$ cat src/rtl/pacman_pkg.sv
// Shared types and frame-count constants for the ghost mode scheduler.
// Holds the ghost mode enum and the scatter/chase phase-length lookup.
package pacman_pkg;

    typedef enum logic [1:0] {
        SCATTER = 2'd0,
        CHASE   = 2'd1,
        FRIGHT  = 2'd2,
        FROZEN  = 2'd3
    } ghost_mode_t;

    localparam int unsigned SCAT_A_DEF     = 420;
    localparam int unsigned SCAT_B_DEF     = 300;
    localparam int unsigned CHASE_LEN_DEF  = 1200;
    localparam int unsigned FRIGHT_LEN_DEF = 360;
    localparam int unsigned FLASH_LEN_DEF  = 120;
    localparam int unsigned FLASH_HALF_DEF = 8;

    localparam int unsigned PH_W = 11;
    localparam int unsigned FR_W = 9;

    // Frames spent in a given phase; phase 7 is unbounded and returns 0.
    function automatic logic [PH_W-1:0] phase_len(
        input logic [2:0]  ph,
        input int unsigned sa,
        input int unsigned sb,
        input int unsigned cl
    );
        logic [PH_W-1:0] len;
        case (ph)
            3'd0, 3'd2:       len = PH_W'(sa);
            3'd4, 3'd6:       len = PH_W'(sb);
            3'd1, 3'd3, 3'd5: len = PH_W'(cl);
            default:          len = '0;
        endcase
        return len;
    endfunction

endpackage

$ cat src/rtl/frame_timer.sv
// Saturating frame counter with synchronous clear and terminal-count flag.
// Ports: clk_i/rst_ni, clr_i, en_i, last_i (terminal value), cnt_o, tc_o.
module frame_timer #(
    parameter int unsigned W = 11
) (
    input  logic         clk_i,
    input  logic         rst_ni,
    input  logic         clr_i,
    input  logic         en_i,
    input  logic [W-1:0] last_i,
    output logic [W-1:0] cnt_o,
    output logic         tc_o
);

    logic [W-1:0] cnt_q;
    logic [W-1:0] cnt_d;

    always_comb begin
        cnt_d = cnt_q;
        if (clr_i) begin
            cnt_d = '0;
        end else if (en_i && (cnt_q != '1)) begin
            cnt_d = cnt_q + W'(1);
        end
    end

    always_ff @(posedge clk_i or negedge rst_ni) begin
        if (!rst_ni) begin
            cnt_q <= '0;
        end else begin
            cnt_q <= cnt_d;
        end
    end

    assign cnt_o = cnt_q;
    assign tc_o  = (cnt_q == last_i);

endmodule

$ cat src/rtl/ghost_mode_scheduler.sv
// Global ghost mode sequencer: scatter/chase phase table, fright windows
// with end-of-fright flashing, and a reverse pulse on every mode change.
// Ports: Clk, Reset_n, frame_tick, game_start, pellet_eaten, pacman_dead
// in; mode[1:0], fright_flash, reverse_req, phase_idx[2:0] out.
module ghost_mode_scheduler
    import pacman_pkg::*;
#(
    parameter int unsigned SCAT_A     = SCAT_A_DEF,
    parameter int unsigned SCAT_B     = SCAT_B_DEF,
    parameter int unsigned CHASE_LEN  = CHASE_LEN_DEF,
    parameter int unsigned FRIGHT_LEN = FRIGHT_LEN_DEF,
    parameter int unsigned FLASH_LEN  = FLASH_LEN_DEF,
    parameter int unsigned FLASH_HALF = FLASH_HALF_DEF
) (
    input  logic       Clk,
    input  logic       Reset_n,
    input  logic       frame_tick,
    input  logic       game_start,
    input  logic       pellet_eaten,
    input  logic       pacman_dead,
    output logic [1:0] mode,
    output logic       fright_flash,
    output logic       reverse_req,
    output logic [2:0] phase_idx
);

    localparam int unsigned FLASH_START = FRIGHT_LEN - FLASH_LEN;

    ghost_mode_t state_q, state_d;
    ghost_mode_t saved_q, saved_d;
    ghost_mode_t base;
    logic [2:0]  phase_q, phase_d;
    logic [2:0]  nxt_phase;
    logic        rev_q, rev_d;

    logic            ph_clr, ph_en, ph_tc, ph_exp;
    logic [PH_W-1:0] ph_cnt, ph_last;
    logic            fr_clr, fr_en, fr_tc, fr_exp;
    logic [FR_W-1:0] fr_cnt, fr_last;
    logic [FR_W-1:0] fl_off;
    logic            fl_even;

    // Terminal value is length-1: the expiring tick is the length-th one.
    assign ph_last = phase_len(phase_q, SCAT_A, SCAT_B, CHASE_LEN)
                   - PH_W'(1);
    assign fr_last = FR_W'(FRIGHT_LEN - 1);

    // Phase 7 never expires; its timer just saturates.
    assign ph_exp = frame_tick && ph_tc && (phase_q != 3'd7);
    assign fr_exp = frame_tick && fr_tc;

    assign nxt_phase = phase_q + 3'd1;

    frame_timer #(.W(PH_W)) u_phase_tmr (
        .clk_i  (Clk),
        .rst_ni (Reset_n),
        .clr_i  (ph_clr),
        .en_i   (ph_en),
        .last_i (ph_last),
        .cnt_o  (ph_cnt),
        .tc_o   (ph_tc)
    );

    frame_timer #(.W(FR_W)) u_fright_tmr (
        .clk_i  (Clk),
        .rst_ni (Reset_n),
        .clr_i  (fr_clr),
        .en_i   (fr_en),
        .last_i (fr_last),
        .cnt_o  (fr_cnt),
        .tc_o   (fr_tc)
    );

    always_comb begin
        state_d = state_q;
        saved_d = saved_q;
        phase_d = phase_q;
        rev_d   = 1'b0;
        ph_clr  = 1'b0;
        ph_en   = 1'b0;
        fr_clr  = 1'b0;
        fr_en   = 1'b0;
        base    = state_q;
        if (pacman_dead) begin
            state_d = FROZEN;
            fr_clr  = 1'b1;
        end else if (game_start) begin
            state_d = SCATTER;
            phase_d = '0;
            ph_clr  = 1'b1;
            fr_clr  = 1'b1;
        end else begin
            unique case (state_q)
                SCATTER, CHASE: begin
                    if (ph_exp) begin
                        phase_d = nxt_phase;
                        ph_clr  = 1'b1;
                        rev_d   = 1'b1;
                        base    = nxt_phase[0] ? CHASE : SCATTER;
                    end else begin
                        // Pellet cycle pauses the phase timer too.
                        ph_en = frame_tick && !pellet_eaten;
                    end
                    if (pellet_eaten) begin
                        // On an expiry tick the new mode is saved.
                        state_d = FRIGHT;
                        saved_d = base;
                        fr_clr  = 1'b1;
                        rev_d   = 1'b1;
                    end else begin
                        state_d = base;
                    end
                end
                FRIGHT: begin
                    if (pellet_eaten) begin
                        fr_clr = 1'b1;
                    end else if (fr_exp) begin
                        state_d = saved_q;
                        fr_clr  = 1'b1;
                    end else begin
                        fr_en = frame_tick;
                    end
                end
                FROZEN: begin
                end
            endcase
        end
    end

    always_ff @(posedge Clk or negedge Reset_n) begin
        if (!Reset_n) begin
            state_q <= FROZEN;
            saved_q <= SCATTER;
            phase_q <= '0;
            rev_q   <= 1'b0;
        end else begin
            state_q <= state_d;
            saved_q <= saved_d;
            phase_q <= phase_d;
            rev_q   <= rev_d;
        end
    end

    // Flash in alternating FLASH_HALF slots, starting lit.
    assign fl_off  = fr_cnt - FR_W'(FLASH_START);
    assign fl_even = (((fl_off / FR_W'(FLASH_HALF)) % FR_W'(2)) == '0);

    assign fright_flash = (state_q == FRIGHT)
                       && (fr_cnt >= FR_W'(FLASH_START))
                       && fl_even;

    assign mode        = state_q;
    assign reverse_req = rev_q;
    assign phase_idx   = phase_q;

    // Phase count is only observed through its terminal flag.
    logic unused_ph;
    assign unused_ph = ^ph_cnt;

endmodule

$ cat config.mk
export PLATFORM = sky130hd
export DESIGN_NAME = ghost_mode_scheduler
export DESIGN_NICKNAME = d
export VERILOG_FILES = /design/src/rtl/pacman_pkg.sv /design/src/rtl/frame_timer.sv /design/src/rtl/ghost_mode_scheduler.sv
export SDC_FILE = /design/constraint.sdc
export NUM_CORES = 1
export LEC_CHECK = 0
export CAP_MARGIN = 10
export CORE_ASPECT_RATIO = 1.2
export CORE_MARGIN = 3
export CORE_UTILIZATION = 60
export DETAILED_ROUTE_END_ITERATION = 8
export PLACE_DENSITY = 0.9
export SLEW_MARGIN = 5
export SYNTH_ARGS = -nofsm -noshare
export SYNTH_HDL_FRONTEND = slang
export SYNTH_SLANG_ARGS = --single-unit
$ cat constraint.sdc
create_clock -name Clk -period 3.65 [get_ports Clk]
set_input_delay 0.73 -clock Clk [delete_from_list [all_inputs] [get_ports Clk]]
set_output_delay 0.73 -clock Clk [all_outputs]
set_load 0.02 [all_outputs]
==> results of run 1 <==
[per-layer routing]
metal | part of all wire (%) | global-route usage (%) | up-vias | wire (um)
met4 | 2.8 | 12.76 | 0 | 113
met5 | 0 | 0 | - | 0
met3 | 2.8 | 1.953 | 11 | 113
li1 | - | - | 756 | -
met2 | 51 | 40.94 | 42 | 2025
met1 | 44 | 30.56 | 766 | 1744
[final cells by class]
class                   count  area, um^2
multi-input cells         156        1020
fillers                   209       859.6
flip-flops and latches     28       703.2
repair buffers             14       135.1
well taps                  34       42.54
inverters                  11       41.29
clock buffers               4       36.28
[kinds of logic (layout without fill, tap and decap cells)]
group | after synthesis | after routing
adders and majority gates | 10 | 10
DFF | 28 | 28
buffers and inverters | 18 | 29
muxes | 6 | 6
xor gates and xnor gates | 10 | 10
AOI/OAI and AO/OA | 42 | 42
and+or+nand+nor | 88 | 88
[metrics by stage]
stage	instance area (um^2)	power, W
2_1_floorplan	1799	0.0003509
3_3_place_gp	1942	0.0003725
3_5_place_dp	1942	0.0003754
4_1_cts	1978	0.0005286
5_1_grt	1978	0.0005449
6_report	1978	0.0005277
[cell usage after synthesis (all sizes together), types with 4 or more instances]
cell type   n  area, um^2
inv        11       41.29
mux2i       6       60.06
a21oi      14       73.82
dfrtp      26       650.6
nor3        6       30.03
xor2        7       61.31
nand4       9       56.30
nand2      15       56.30
nand3       5       25.02
or3         8       50.05
a31oi       4       25.02
clkbuf      5       18.77
ha         10       125.1
nor2       22       82.58
o21ai      13       65.06
[power groups by stage]
stage | Clock [W] | Combinational, W | Sequential [W]
global placement | 0 | 0.0000434 | 0.000329
CTS | 0.000159 | 0.0000458 | 0.000324
detailed placement | 0 | 0.0000458 | 0.000330
global route | 0.000169 | 0.0000508 | 0.000325
finish | 0.000158 | 0.0000454 | 0.000325
floorplan | 0 | 0.0000201 | 0.000331
[flip-flops by register name, indices dropped and copies added (netlist names)]
| register | cells |
|---|---|
| u_phase_tmr.cnt_o | 11 |
| u_fright_tmr.cnt_o | 9 |
| saved_q | 2 |
| phase_idx | 3 |
| mode | 2 |
| reverse_req | 1 |
[path summary, 6_finish.rpt]
check,cells past startpoint,slack (ps),from,endpoint
max,8,880,phase_idx[0],u_phase_tmr.cnt_o[10]
min,1,520,saved_q[1],saved_q[1]
max reg2reg,8,880,phase_idx[0],u_phase_tmr.cnt_o[10]
min reg2reg,1,520,saved_q[1],saved_q[1]
max in group asynchronous,2,2610,Reset_n,mode[1]
min in group asynchronous,2,730,Reset_n,u_fright_tmr.cnt_o[2]
[critical path, delay by kind of cell, from the launching register on]
family | cells | cell delay, ps
fa+ha+maj | 1 | 220
simple gates | 4 | 1460
buf+inv | 1 | 130
compound gates | 2 | 370
flops | 1 | 520
[placed cells by master, fill, tap and decap left out, drive strengths merged, types with 2 or more instances in the layout]
| master | n |
|---|---|
| nand4 | 9 |
| or2 | 2 |
| nor3 | 6 |
| nand3 | 5 |
| nor4b | 2 |
| nand4b | 2 |
| nand2 | 15 |
| dfstp | 2 |
| and2 | 3 |
| buf | 2 |
| o21ai | 13 |
| ha | 10 |
| nand3b | 2 |
| and4 | 3 |
| xor2 | 7 |
| nor2 | 22 |
| xnor2 | 3 |
| o211a | 3 |
| nor2b | 2 |
| clkdlybuf4s50 | 12 |
| a31oi | 4 |
| or3 | 8 |
| a21oi | 14 |
| inv | 11 |
| mux2i | 6 |
| dfrtp | 26 |
| clkbuf | 4 |
==> impl_metrics.py, run 1 <==
metrics = {
    "status": {
        "run_status": "completed",
    },
    "route": {
        "drtPass1Iterations": 4,
        "detail_route.wirelength_um": 3997,
        "final_antenna_net_count": 0,
        "detail_route.wl_per_cell_um": 16.18,
        "detailedRoute.firstIterationViolations": 64,
        "routed_via_density": 6.377,
        "drc": 0,
        "detailroute.via_count": 1575,
    },
    "worst_setup_path": {
        "critPathCaptureType": "flop",
        "timing.setup.critical_path_class": "reg2reg",
        "critPathMaxStageDelay_ps": 520,
        "critical_path.max_fanout": 16,
        "timing.critical_path.from_type": "flop",
        "worst_path_max_delay_cell": "dfrtp_1",
        "timing.critical_path.required_ps": 3940,
        "arrival_ps": 3070,
        "crit_chain": "inv_1, ha_1, or2_1, and4_4, or4_4, o211a_2, or3_1, a21oi_2",
    },
    "place": {
        "io_buffers": 12,
        "finalWeightedCongestion": 0.8494,
        "placed_cells_incl_taps": 243,
        "dp_slack_ps": 875.2,
        "dpl.hpwl_um": 2997,
    },
    "clocking": {
        "worst_skew_pair.late_latency_ps": 350,
        "cts.path.max_buffers": 2,
        "number_of_buffers_created_by_cts": 3,
        "clock-root-buffer": "clkbuf_4",
        "tritoncts": "built",
        "holdBufCountCts": 0,
        "post-cts-setup-buffer-count": 0,
        "post_cts_resized": 0,
        "clock_sinks": 28,
        "htree_levels": 1,
        "path_clk_slew_ps": 160,
    },
    "power": {
        "p_leak_nw": 0.8156,
        "power_frac_clock_pct": 29.9,
        "share_comb_of_total_power_pct": 8.6,
        "cell_internal_pwr_w": 0.0003968,
        "pwr-share-seq_pct": 61.5,
        "cell_pwr_density_mw_per_mm2": 266.7,
        "p_sw_share_pct": 24.80,
        "switching_power_w": 0.0001309,
        "power.ir.vdd_worst_v": 0.0002382,
    },
    "hold_path": {
        "timing.hold.worst.class": "reg2reg",
    },
    "synthesis": {
        "mappedNetlistArea_mm2": 0.001799,
        "synth_sequential_area_ratio_pct": 39.08,
        "synthesis.area_per_instance_um2": 8.907,
        "total_number_of_yosys_warnings": 0,
        "ys_seq_elements": 28,
        "synth_edf_count": 0,
        "yosys.area_share.simple_pct": 26.70,
        "synth_xor_xnor_area_share_pct": 4.868,
        "synth_fa_ha_area_share_pct": 6.954,
        "syn_inst": 202,
        "ys_types": 47,
        "postSynth.asyncResetShare_pct": 100.0,
        "synthMuxAreaShare_pct": 3.338,
        "synth_top_family_by_area": "simple AND/OR/NAND/NOR gates",
        "dominantRegCellSynth": "dfrtp_1",
        "synthesis.nets": 218,
        "synth_compound_gate_area_share_pct": 14.81,
    },
    "timing": {
        "setup_viol": 0,
        "layout_worst_path_cycle_share_pct": 76.01,
        "layout_min_cycle_time_ps": 2774,
        "slew_margin_rel_pct": 70.93,
        "report.final.slew_viol_count": 0,
        "fmaxAchievable_mhz": 360.5,
        "finClkSkew_ps": 17.91,
        "timing.setup.tns_ps": 0,
        "final-hold-violation-count": 0,
        "unrepaired_setup_endpoints_after_global_routing": "no",
        "worst_pin_slew_ps": 434.2,
        "hold_ws_ps": 520.1,
        "least_setup_slack_across_all_paths_after_layout_ps": 875.8,
    },
    "floorplanning": {
        "core_mm2": 0.002838,
        "top_level_ports": 13,
        "chipWidth_um": 55.99,
        "die_area_mm2": 0.003695,
        "floorplan.initialDensity_pct": 63.40,
        "fp-row-count": 21,
        "die_height_um": 65.99,
    },
    "layout": {
        "fin_util_pct": 69.71,
        "insertedDiodeCount": 0,
        "fraction_of_final_layout_cells_with_drive_strength_greater_than_1_pct": 7.042,
        "flow.area_growth_from_synthesis_pct": 9.944,
        "final_nets": 230,
        "final_cells": 247,
    },
    "global_routing": {
        "grt_remaining_overflow": 0,
        "antenna_found_initial": 0,
        "grt_max_degree": 29,
        "grt_pass1_vias": 1577,
        "grt_first_pass_wirelength_um": 7127,
        "global_route.usage.total_pct": 24.11,
    },
    "run": {
        "max-cap-violations": 0,
    },
}
No activity file was read; power rests on OpenSTA's default activity.
==> run 2: changes to the inputs <==
- CORE_UTILIZATION: 60 -> 58
- PLACE_DENSITY: 0.9 -> 0.88
- clock period: 3.65 -> 2.86 ns (I/O delays scaled with it)
==> run 2 against run 1 <==
  * Routed wire length shrank 4.6%
  * Design area grew 1.4%
  * Worst setup slack got worse by 690 ps
  * Critical path depth unchanged
  * Sequential share of layout area is 0.43 points lower
  * Flip-flop and latch count did not move
  * Fmax rose by 3.6%
  * Total power rose by 28%
  * Non-clock buffer count rose by 3
  * Critical path type unchanged
  * Largest power group unchanged
==> impl_metrics.py, run 2 (same netlist as run 1, synthesis figures left out) <==
metrics = {
    "timing": {
        "layout_min_cycle_time_ps": 2677,
        "finClkSkew_ps": 6.361,
        "final-hold-violation-count": 0,
        "slew_margin_rel_pct": 64.04,
        "timing.setup.tns_ps": 0,
        "fmaxAchievable_mhz": 373.6,
        "report.final.slew_viol_count": 0,
        "unrepaired_setup_endpoints_after_global_routing": "no",
        "layout_worst_path_cycle_share_pct": 93.60,
        "least_setup_slack_across_all_paths_after_layout_ps": 183.0,
        "worst_pin_slew_ps": 539.3,
        "hold_ws_ps": 516.7,
        "setup_viol": 0,
    },
    "floorplanning": {
        "chipWidth_um": 56.85,
        "die_area_mm2": 0.003809,
        "fp-row-count": 21,
        "top_level_ports": 13,
        "floorplan.initialDensity_pct": 62.25,
        "die_height_um": 67.01,
        "core_mm2": 0.002890,
    },
    "place": {
        "io_buffers": 12,
        "dp_slack_ps": 61.17,
        "dpl.hpwl_um": 2795,
        "dpl_cell_area_mm2": 0.001964,
        "finalWeightedCongestion": 0.8495,
    },
    "route": {
        "final_antenna_net_count": 0,
        "detail_route.wl_per_cell_um": 15.25,
        "detailedRoute.firstIterationViolations": 89,
        "detail_route.wirelength_um": 3813,
        "drtPass1Iterations": 4,
        "routed_via_density": 6.064,
        "detailroute.via_count": 1516,
        "drc": 0,
    },
    "global_routing": {
        "grt_pass1_vias": 1538,
        "grt_first_pass_wirelength_um": 6789,
        "global_route.usage.total_pct": 22.69,
        "antenna_found_initial": 0,
        "grt_remaining_overflow": 0,
        "grt_max_degree": 29,
    },
    "layout": {
        "final_nets": 233,
        "flow.area_growth_from_synthesis_pct": 11.47,
        "number_of_flip_flops_in_the_largest_register": 11,
        "layout.cells.most_common": "dfrtp_1",
        "insertedDiodeCount": 0,
        "filler_cell_count": 211,
        "multi_input_comb_area_mm2": 0.001023,
        "seq_area_um2": 704.4,
        "final_cell_mix": "25 x dfrtp_1, 22 x nor2_1, 15 x nand2_1, 12 x a21oi_1, 12 x clkdlybuf4s50_1",
        "fraction_of_final_layout_cells_with_drive_strength_greater_than_1_pct": 9.259,
        "finish.instance_area_mm2": 0.002006,
    },
    "clocking": {
        "clock-root-buffer": "clkbuf_4",
        "tritoncts": "built",
        "htree_levels": 1,
        "clock_sinks": 28,
        "number_of_buffers_created_by_cts": 3,
        "cts.path.max_buffers": 2,
        "worst_skew_pair.late_latency_ps": 340,
        "path_clk_slew_ps": 150,
    },
    "worst_setup_path": {
        "timing.setup.critical_path_class": "reg2reg",
        "critPathCaptureType": "flop",
        "arrival_ps": 2970,
        "timing.critical_path.required_ps": 3150,
        "timing.critical_path.from_type": "flop",
        "critical_path.max_fanout": 16,
    },
    "power": {
        "power.ir.vdd_worst_v": 0.0002611,
        "cell_pwr_density_mw_per_mm2": 335.6,
        "report.power.total_w": 0.0006732,
        "p_leak_nw": 0.8287,
    },
    "hold_path": {
        "timing.hold.worst.class": "reg2reg",
    },
    "run": {
        "max-cap-violations": 0,
    },
    "status": {
        "run_status": "completed",
    },
}
-- run 2: what timing repair did --
| action | 4_1_cts | 5_1_grt |
|---|---|---|
| resized for setup | 0 | 2 |
| hold buffers | 0 | 0 |
| endpoints found under the setup margin | 0 | 11 |
| setup buffers | 0 | 0 |
-- run 2: area by class of cell --
class / count / share of cell area (%)
Multi-Input combinational cell: 156 / 51.03
Tap cell: 34 / 2.121
Timing Repair Buffer: 17 / 7.860
Inverter: 11 / 2.059
Clock buffer: 4 / 1.809
Sequential cell: 28 / 35.12
-- run 2: critical path, cell delays in order (launching register included) --
cell	delay, ps
dfrtp_2	460
inv_1	100
ha_1	210
or2_1	330
and4_4	210
or4_4	520
o211a_2	230
or3_1	420
a21oi_2	140
-- run 2: per-stage QoR --
step,cells,utilization [%]
floorplan,202,-
global placement,246,67.97
detailed placement,246,67.97
CTS,250,69.22
global route,250,69.39
finish,250,69.39
-- run 2: power by group --
group / internal (W) / switching [W]
clock network: 0.0000783 / 0.000123
logic: 0.0000238 / 0.0000346
registers: 0.000405 / 0.00000869
-- run 2: worst paths after layout --
check,startpoint,endpoint,slack [ps],depth (start not counted)
setup / recovery,phase_idx[0],u_phase_tmr.cnt_o[10],180,8
hold / removal,saved_q[0],saved_q[0],520,2
setup reg to reg,phase_idx[0],u_phase_tmr.cnt_o[10],180,8
hold reg to reg,saved_q[0],saved_q[0],520,2
max in group asynchronous,Reset_n,mode[1],1980,2
min in group asynchronous,Reset_n,u_phase_tmr.cnt_o[7],580,2
-- run 2: per-layer routing --
metal | up-vias | track usage (%) | routed length, um | share of wire [%]
met5 | - | 0 | 0 | 0
met4 | 0 | 11.30 | 76 | 2.0
met3 | 7 | 2.519 | 108 | 2.8
met2 | 36 | 39.74 | 1975 | 52
met1 | 719 | 27.54 | 1653 | 43
li1 | 754 | - | - | -
==> run 3: changes to the inputs <==
- CORE_MARGIN: 3 -> 5
- HOLD_SLACK_MARGIN: unset -> 0.06
==> run 3 against run 2 <==
  * Sequential power about the same
  * Design area decreased by 0.25%
  * Worst setup slack improved by 0.70 ps
  * Register-to-register slack hardly changed
  * Critical path depth unchanged
  * First-iteration DRC count up 24%
  * Via count rose by 4.8%
  * Combinational power grew 3.9%
  * Non-clock buffer count did not move
  * Fmax barely moved
  * Largest power group unchanged
==> impl_metrics.py, run 3 (same netlist as run 1, synthesis figures left out) <==
metrics = {
    "worst_setup_path": {
        "critPathCaptureType": "flop",
        "arrival_ps": 2940,
        "timing.critical_path.from_type": "flop",
        "critical_path.max_fanout": 16,
        "cp-startpoint": "phase_idx[0]",
        "worstReg2RegStart": "phase_idx[0]",
        "reg2reg_setup_slack_ps": 180,
        "timing.setup.critical_path_class": "reg2reg",
        "timing.critical_path.required_ps": 3130,
    },
    "layout": {
        "number_of_flip_flops_in_the_largest_register": 11,
        "final_cells": 252,
        "insertedDiodeCount": 0,
        "flow.area_growth_from_synthesis_pct": 11.20,
        "fin_util_pct": 66.07,
        "fraction_of_final_layout_cells_with_drive_strength_greater_than_1_pct": 9.259,
        "final_nets": 233,
        "filler_cell_count": 241,
        "layout.cells.most_common": "dfrtp_1",
        "final_cell_mix": "25 x dfrtp_1, 21 x nor2_1, 15 x nand2_1, 12 x a21oi_1, 12 x clkdlybuf4s50_1",
    },
    "global_routing": {
        "grt_pass1_vias": 1582,
        "antenna_found_initial": 0,
        "layer_with_the_highest_usage": "met2",
        "global_route.usage.total_pct": 20.70,
        "grt_util_met2_pct": 34.72,
        "grt_remaining_overflow": 0,
        "gr-usage-met3_pct": 4.197,
        "grt_max_degree": 29,
        "grt_first_pass_wirelength_um": 6989,
        "globalRouteMet1Util_pct": 25.23,
    },
    "route": {
        "routed_via_density": 6.306,
        "detail_route.wl_per_cell_um": 16.12,
        "detailedRoute.firstIterationViolations": 110,
        "drtPass1Iterations": 4,
        "detail_route.wirelength_um": 4061,
        "drc": 0,
        "final_antenna_net_count": 0,
        "detailroute.via_count": 1589,
    },
    "timing": {
        "worst_pin_slew_ps": 508.2,
        "report.final.slew_viol_count": 0,
        "setup_viol": 0,
        "timing.setup.tns_ps": 0,
        "final-hold-violation-count": 0,
        "slew_margin_rel_pct": 66.12,
        "layout_worst_path_cycle_share_pct": 93.58,
        "unrepaired_setup_endpoints_after_global_routing": "no",
        "layout_min_cycle_time_ps": 2676,
        "fmaxAchievable_mhz": 373.7,
        "finClkSkew_ps": 10.99,
    },
    "clocking": {
        "htree_levels": 1,
        "post-cts-setup-buffer-count": 0,
        "number_of_buffers_created_by_cts": 3,
        "worst_skew_pair.late_latency_ps": 340,
        "tritoncts": "built",
        "cts.path.max_buffers": 2,
        "post_cts_resized": 0,
        "clock-root-buffer": "clkbuf_4",
        "path_clk_slew_ps": 150,
        "holdBufCountCts": 0,
        "clock_sinks": 28,
    },
    "place": {
        "dpl.hpwl_um": 2937,
        "io_buffers": 12,
        "finalWeightedCongestion": 0.8595,
        "placed_cells_incl_taps": 248,
    },
    "power": {
        "power.ir.vdd_worst_v": 0.0002206,
        "p_leak_nw": 0.8230,
        "cell_pwr_density_mw_per_mm2": 323.7,
    },
    "floorplanning": {
        "chipWidth_um": 60.85,
        "die_area_mm2": 0.004321,
        "fp-row-count": 22,
        "floorplan.initialDensity_pct": 59.42,
        "top_level_ports": 13,
        "core_mm2": 0.003028,
        "die_height_um": 71.01,
    },
    "hold_path": {
        "worstHoldStart": "saved_q[1]",
        "timing.hold.worst.class": "reg2reg",
    },
    "status": {
        "run_status": "completed",
    },
    "run": {
        "max-cap-violations": 0,
    },
}
[run 3: cell counts in the layout (fill, tap and decap cells not counted)]
Identical to the previous run, type by type.
[run 3: critical path: stages, from the launching register on]
cell and delay [ps]:
dfrtp_2 450, inv_1 100, ha_1 220, or2_1 320
and4_4 210, or4_4 530, o211a_2 230, or3_1 380
a21oi_1 180
[run 3: cell type report]
class / count / area (um^2) / share of cell area, %
inverter: 11 / 41.29 / 2.064
timing repair buffer: 17 / 157.7 / 7.880
clock buffer: 4 / 26.28 / 1.313
multi-input combinational: 156 / 1026 / 51.28
sequential: 28 / 704.4 / 35.21
tap: 36 / 45.04 / 2.251
[run 3: final timing paths]
check	cells after the start	to
worst max-delay path	8	u_phase_tmr.cnt_o[2]
worst min-delay path	1	saved_q[1]
worst max register to register	8	u_phase_tmr.cnt_o[2]
worst min register to register	1	saved_q[1]
max in group asynchronous	2	mode[1]
min in group asynchronous	2	u_phase_tmr.cnt_o[9]
[run 3: stage by stage]
step           hold slack, ps  setup WS [ps]  total power [W]  cell area, um^2
3_5_place_dp            480.6          143.7        0.0004811             1967
3_3_place_gp            471.8          200.0        0.0004797             1967
6_report                512.9          183.7        0.0006477             2001
4_1_cts                 519.4          84.98        0.0006531             1993
2_1_floorplan           276.4          234.8        0.0004478             1799
5_1_grt                 548.5          67.89        0.0006753             2001
[run 3: per-layer routing]
| layer | vias to the layer above | wire length, um |
|---|---|---|
| li1 | 758 | - |
| met1 | 779 | 1702 |
| met2 | 42 | 2167 |
| met3 | 10 | 137 |
| met4 | 0 | 54 |
| met5 | - | 0 |
[run 3: report_power, final]
part / total (W) / internal, W / switching, W / leakage, nW
clock network: 0.000173 / 0.0000548 / 0.000118 / 0.0150
registers: 0.000414 / 0.000405 / 0.00000915 / 0.381
logic: 0.0000607 / 0.0000245 / 0.0000362 / 0.427
==> edit 1: new RTL, settings of run 2 <==
Set the package constant `PH_W` to 15 (it was 11).
--- a/src/rtl/pacman_pkg.sv
+++ b/src/rtl/pacman_pkg.sv
@@ -17,5 +17,5 @@
     localparam int unsigned FLASH_HALF_DEF = 8;
 
-    localparam int unsigned PH_W = 11;
+    localparam int unsigned PH_W = 15;
     localparam int unsigned FR_W = 9;
 
Check against the original RTL: no difference found for any inputs over 10 cycles, from zero or initial values and one cycle with Reset_n low; that may be too few to reach the edited logic, so the function may still have changed.
==> edit 1 against run 2 <==
  * Cell area increased by 31%
  * Synthesized area grew 21%
  * Via count grew 35%
  * Largest cell class unchanged
  * Worst hold slack worse by 24 ps
  * Sequential cell count grew 4
  * Setup slack worse by 100 ps
  * Synthesized cell count grew 19%
  * Wire length rose by 46%
  * Total power is 49% higher
  * Sequential power grew 14%
==> edit 1: results (changes against run 2) <==
.. list-table::
   :header-rows: 1

   * - Metric
     - Value
   * - Result of the run
     - completed
   * - Count of different cell masters after synthesis
     - 59 (+26%)
   * - Detailed Place HPWL
     - 3.635 mm (+30%)
   * - Fraction of met2 tracks used by global routing
     - 41.24% (+1.5 points)
   * - Last weighted congestion value of the routability-driven placer
     - 0.9553 (+12%)
   * - Detail-routed net length per standard cell
     - 17.47 um (+15%)
   * - Post-detailed-placement cell area
     - 2405 sq um (+22%)
   * - Vias per cell
     - 6.404 (+5.6%)
   * - Largest net degree at the start of global routing
     - 33 (+14%)
   * - Compound-Gate Fraction of Synth Area
     - 18.24% (+3.4 points)
   * - Register clock-pin slew on the reported worst setup and hold paths
     - 80 ps (-70 ps)
   * - Final #Nets
     - 286 (+23%)
   * - Global Route Usage Sum
     - 25.79% (+3.1 points)
   * - Finished Layout Cells
     - 319 (+28%)
   * - Total instance count after detailed placement
     - 303 (+23%)
   * - Top cells by area, synth
     - dfrtp_1, ha_1, nor2_1
   * - Crit Path Max Fanout
     - 6 (-10)
   * - Xor and xnor area share after synthesis
     - 4.016% (-0.85 points)
   * - Flip-flop count of the largest register after layout
     - 15 (+4)
   * - Number of clock buffers inserted by TritonCTS
     - 5 (+2)
   * - Mux share of post-synthesis cell area
     - 2.754% (-0.58 points)
   * - Number of levels the H-tree was split into
     - 2 (+1)
   * - Fraction of final layout cells with drive strength greater than 1
     - 18.96% (+9.7 points)
   * - Slew HR
     - 65.02% (+0.98 points)
   * - Number of nets produced by synthesis
     - 258 (+18%)
   * - Static leakage power
     - 0.001062 uW (+28%)
   * - Largest vdd supply drop
     - 361.1 uV (+38%)
   * - CTS Root Buffer Type
     - clkbuf_8
   * - First-pass GRT wire length
     - 8.728 mm (+29%)
   * - Iteration-0 DRC count of the detailed router
     - 265 (+200%)
==> edit 1: cell count changes after synthesis, moves of 3 or more <==
cell	delta
o41ai_1	+3
and3_1	+3
nand3_1	+6
o21ai_0	-3
or3_1	-3
nor2_1	+3
dfrtp_1	+4
==> edit 1: final cells by class <==
class / count / area [sq um]
multi-input combinational: 186 / 1339
fill: 217 / 849.6
sequential: 32 / 805.8
timing repair buffer: 30 / 262.8
clock buffer: 5 / 68.82
tap: 50 / 62.56
inverter: 13 / 51.30
clock inverter: 3 / 42.54
==> edit 1: through the flow <==
stage               hold slack, ps  power (uW)  worst slack [ps]
floorplan                    276.4       520.1             103.4
global route                 507.2        1035            -38.89
CTS                          492.2       993.0             7.553
detailed placement           472.4       559.5             14.48
finish                       492.9        1001             79.91
global placement             473.0       557.8             130.9
==> edit 1: power breakdown <==
group          switching, uW  internal (uW)
sequential              11.1            463
combinational           49.3           34.8
clock                    185            258
total                    245            755
==> edit 1: per-layer routing <==
layer	vias up	wire length [um]
met2	100	2860
met4	0	115
met1	982	2230
met3	20	365
li1	941	-
met5	-	0
==> edit 1: final timing paths <==
check                      cells after the start                    end         start  slack (ps)
max in group asynchronous                      2                mode[0]       Reset_n        1860
max                                            8   u_phase_tmr.cnt_o[9]  phase_idx[1]          80
min                                            1             saved_q[1]    saved_q[1]         490
min reg2reg                                    1             saved_q[1]    saved_q[1]         490
min in group asynchronous                      2  u_fright_tmr.cnt_o[2]       Reset_n         670
max reg2reg                                    8   u_phase_tmr.cnt_o[9]  phase_idx[1]          80
==> edit 1: worst max-delay path, cell delays in order, from the launching register on <==
cell,delay (ps)
dfrtp_2,410
inv_1,110
ha_1,280
nor4_4,460
mux2i_1,390
a221oi_4,110
and3_2,270
or4_1,510
a21oi_1,160
==> edit 2: new RTL, flow settings as in run 2 <==
Made on the original files. Register the inputs `frame_tick`, `game_start`, `pellet_eaten` and `pacman_dead` before use, without a reset. The logic sees them one clock later.
--- a/src/rtl/ghost_mode_scheduler.sv
+++ b/src/rtl/ghost_mode_scheduler.sv
@@ -27,4 +27,16 @@
     localparam int unsigned FLASH_START = FRIGHT_LEN - FLASH_LEN;
 
+    logic frame_tick_q;
+    logic game_start_q;
+    logic pellet_eaten_q;
+    logic pacman_dead_q;
+
+    always_ff @(posedge Clk) begin
+        frame_tick_q   <= frame_tick;
+        game_start_q   <= game_start;
+        pellet_eaten_q <= pellet_eaten;
+        pacman_dead_q  <= pacman_dead;
+    end
+
     ghost_mode_t state_q, state_d;
     ghost_mode_t saved_q, saved_d;
@@ -47,6 +59,6 @@
 
     // Phase 7 never expires; its timer just saturates.
-    assign ph_exp = frame_tick && ph_tc && (phase_q != 3'd7);
-    assign fr_exp = frame_tick && fr_tc;
+    assign ph_exp = frame_tick_q && ph_tc && (phase_q != 3'd7);
+    assign fr_exp = frame_tick_q && fr_tc;
 
     assign nxt_phase = phase_q + 3'd1;
@@ -82,8 +94,8 @@
         fr_en   = 1'b0;
         base    = state_q;
-        if (pacman_dead) begin
+        if (pacman_dead_q) begin
             state_d = FROZEN;
             fr_clr  = 1'b1;
-        end else if (game_start) begin
+        end else if (game_start_q) begin
             state_d = SCATTER;
             phase_d = '0;
@@ -100,7 +112,7 @@
                     end else begin
                         // Pellet cycle pauses the phase timer too.
-                        ph_en = frame_tick && !pellet_eaten;
+                        ph_en = frame_tick_q && !pellet_eaten_q;
                     end
-                    if (pellet_eaten) begin
+                    if (pellet_eaten_q) begin
                         // On an expiry tick the new mode is saved.
                         state_d = FRIGHT;
@@ -113,5 +125,5 @@
                 end
                 FRIGHT: begin
-                    if (pellet_eaten) begin
+                    if (pellet_eaten_q) begin
                         fr_clr = 1'b1;
                     end else if (fr_exp) begin
@@ -119,5 +131,5 @@
                         fr_clr  = 1'b1;
                     end else begin
-                        fr_en = frame_tick;
+                        fr_en = frame_tick_q;
                     end
                 end
Behaviour: not the same (Yosys sat finds a counterexample within 4 cycles, from zero or initial values and one cycle with Reset_n low).
==> edit 2 against run 2 <==
  * Worst hold slack got worse by 4.1 ps
  * First-iteration DRC count increased by 38%
  * Cell area increased by 2.3%
  * Synthesized area increased by 1.6%
  * Setup slack improved by 98 ps
  * Wire length increased by 5.8%
  * Highest routed layer unchanged
  * Total power increased by 31%
  * Sequential power increased by 16%
  * Sequential cell count increased by 4
  * Critical path type unchanged
==> edit 2: results (changes against run 2) <==
.. list-table::
   :header-rows: 1

   * - Metric
     - Value
   * - Total via count after detailed routing
     - 1558 (+2.8%)
   * - Detailed Place HPWL
     - 2.861 mm (+2.4%)
   * - Synthesized instance count
     - 200 (-0.99%)
   * - Number of levels the H-tree was split into
     - 2 (+1)
   * - Number of clock buffers inserted by TritonCTS
     - 5 (+2)
   * - Total instance count after detailed placement
     - 241 (-2.0%)
   * - Post-detailed-placement cell area
     - 1976 sq um (+0.57%)
   * - Crit Path Max Fanout
     - 15 (-1)
   * - Setup WS pre-CTS
     - 318.4 ps (+257.3 ps)
   * - Count of different cell masters after synthesis
     - 42 (-11%)
   * - Proportion of synthesized chip area in sequential cells
     - 42.85% (+3.8 points)
   * - WL final
     - 4.036 mm (+5.8%)
   * - Number of fillers in the final layout
     - 212 (+0.47%)
   * - Register clock-pin slew on the reported worst setup and hold paths
     - 110 ps (-40 ps)
   * - Result of the run
     - completed
   * - Number of nets produced by synthesis
     - 213 (-2.3%)
   * - Fraction of synthesis flops using an asynchronous set or reset pin
     - 87.50% (-13 points)
   * - Top cells by area, synth
     - dfrtp_1, xor2_1, ha_1
   * - Arrival time reported for the critical path endpoint
     - 2810 ps (-160 ps)
   * - Post-route cell area
     - 2052 sq um (+2.3%)
   * - Internal power of the cells
     - 675.8 uW (+33%)
   * - Slew HR
     - 62.66% (-1.4 points)
   * - Largest vdd supply drop
     - 405.3 uV (+55%)
   * - Detail-routed net length per standard cell
     - 16.21 um (+6.3%)
   * - Last weighted congestion value of the routability-driven placer
     - 0.9279 (+9.2%)
   * - Global Route Usage Sum
     - 23.72% (+1.0 points)
   * - Leading cell types by count after synthesis
     - dfrtp_1, nor2_1, nand2_1, xor2_1
   * - First-pass GRT wire length
     - 7.003 mm (+3.2%)
   * - Final #Nets
     - 227 (-2.6%)
   * - Worst hold stages
     - 1 (-1)
   * - Static leakage power
     - 0.0008422 uW (+1.6%)
   * - Worst reg2reg path depth
     - 10 (+2)
   * - Final worst path period share
     - 90.16% (-3.4 points)
edit 2: cell type report:
class                      instances  share of cell area [%]
tap                               34                   2.073
inverter                           8                   1.463
clock inverter                     2                   1.707
sequential                        32                   38.17
multi-input combinational        151                   47.26
timing repair buffer              16                   7.317
clock buffer                       6                   2.012
edit 2: power groups by stage:
stage          clock network [uW]  logic (uW)  registers, uW
2_1_floorplan                   0        39.2            484
3_3_place_gp                    0        61.3            488
3_5_place_dp                    0        64.9            489
4_1_cts                       346        65.6            480
5_1_grt                       359        71.2            482
6_report                      339        65.0            480
edit 2: critical path, stage by stage, from the launching register on:
cell and delay [ps]:
dfrtp_1 570, ha_1 290, ha_1 210, nand4b_1 170
a21oi_1 130, o311ai_1 100, buf_4 170, nor3_2 360
o21ba_1 170, buf_4 210, nor2_1 70
edit 2: layer usage:
layer / part of all wire [%] / global-route usage, % / vias up
met4: 3.8 / 14.20 / 0
met5: 0 / 0 / -
met3: 5.6 / 5.354 / 18
met1: 38 / 25.24 / 754
li1: - / - / 729
met2: 53 / 42.71 / 57
edit 2: cell families (layout without fill, tap and decap cells):
kind of cell | Yosys count | after routing | synth area share (%)
AND/OR/NAND/NOR | 92 | 92 | 26.76
flip-flops | 32 | 32 | 42.85
AO/OA/AOI/OAI | 31 | 31 | 11.02
buffers and inverters | 17 | 32 | 4.107
XOR/XNOR | 16 | 16 | 7.666
adder cells (fa/ha/maj) | 7 | 7 | 4.791
multiplexers | 5 | 5 | 2.806
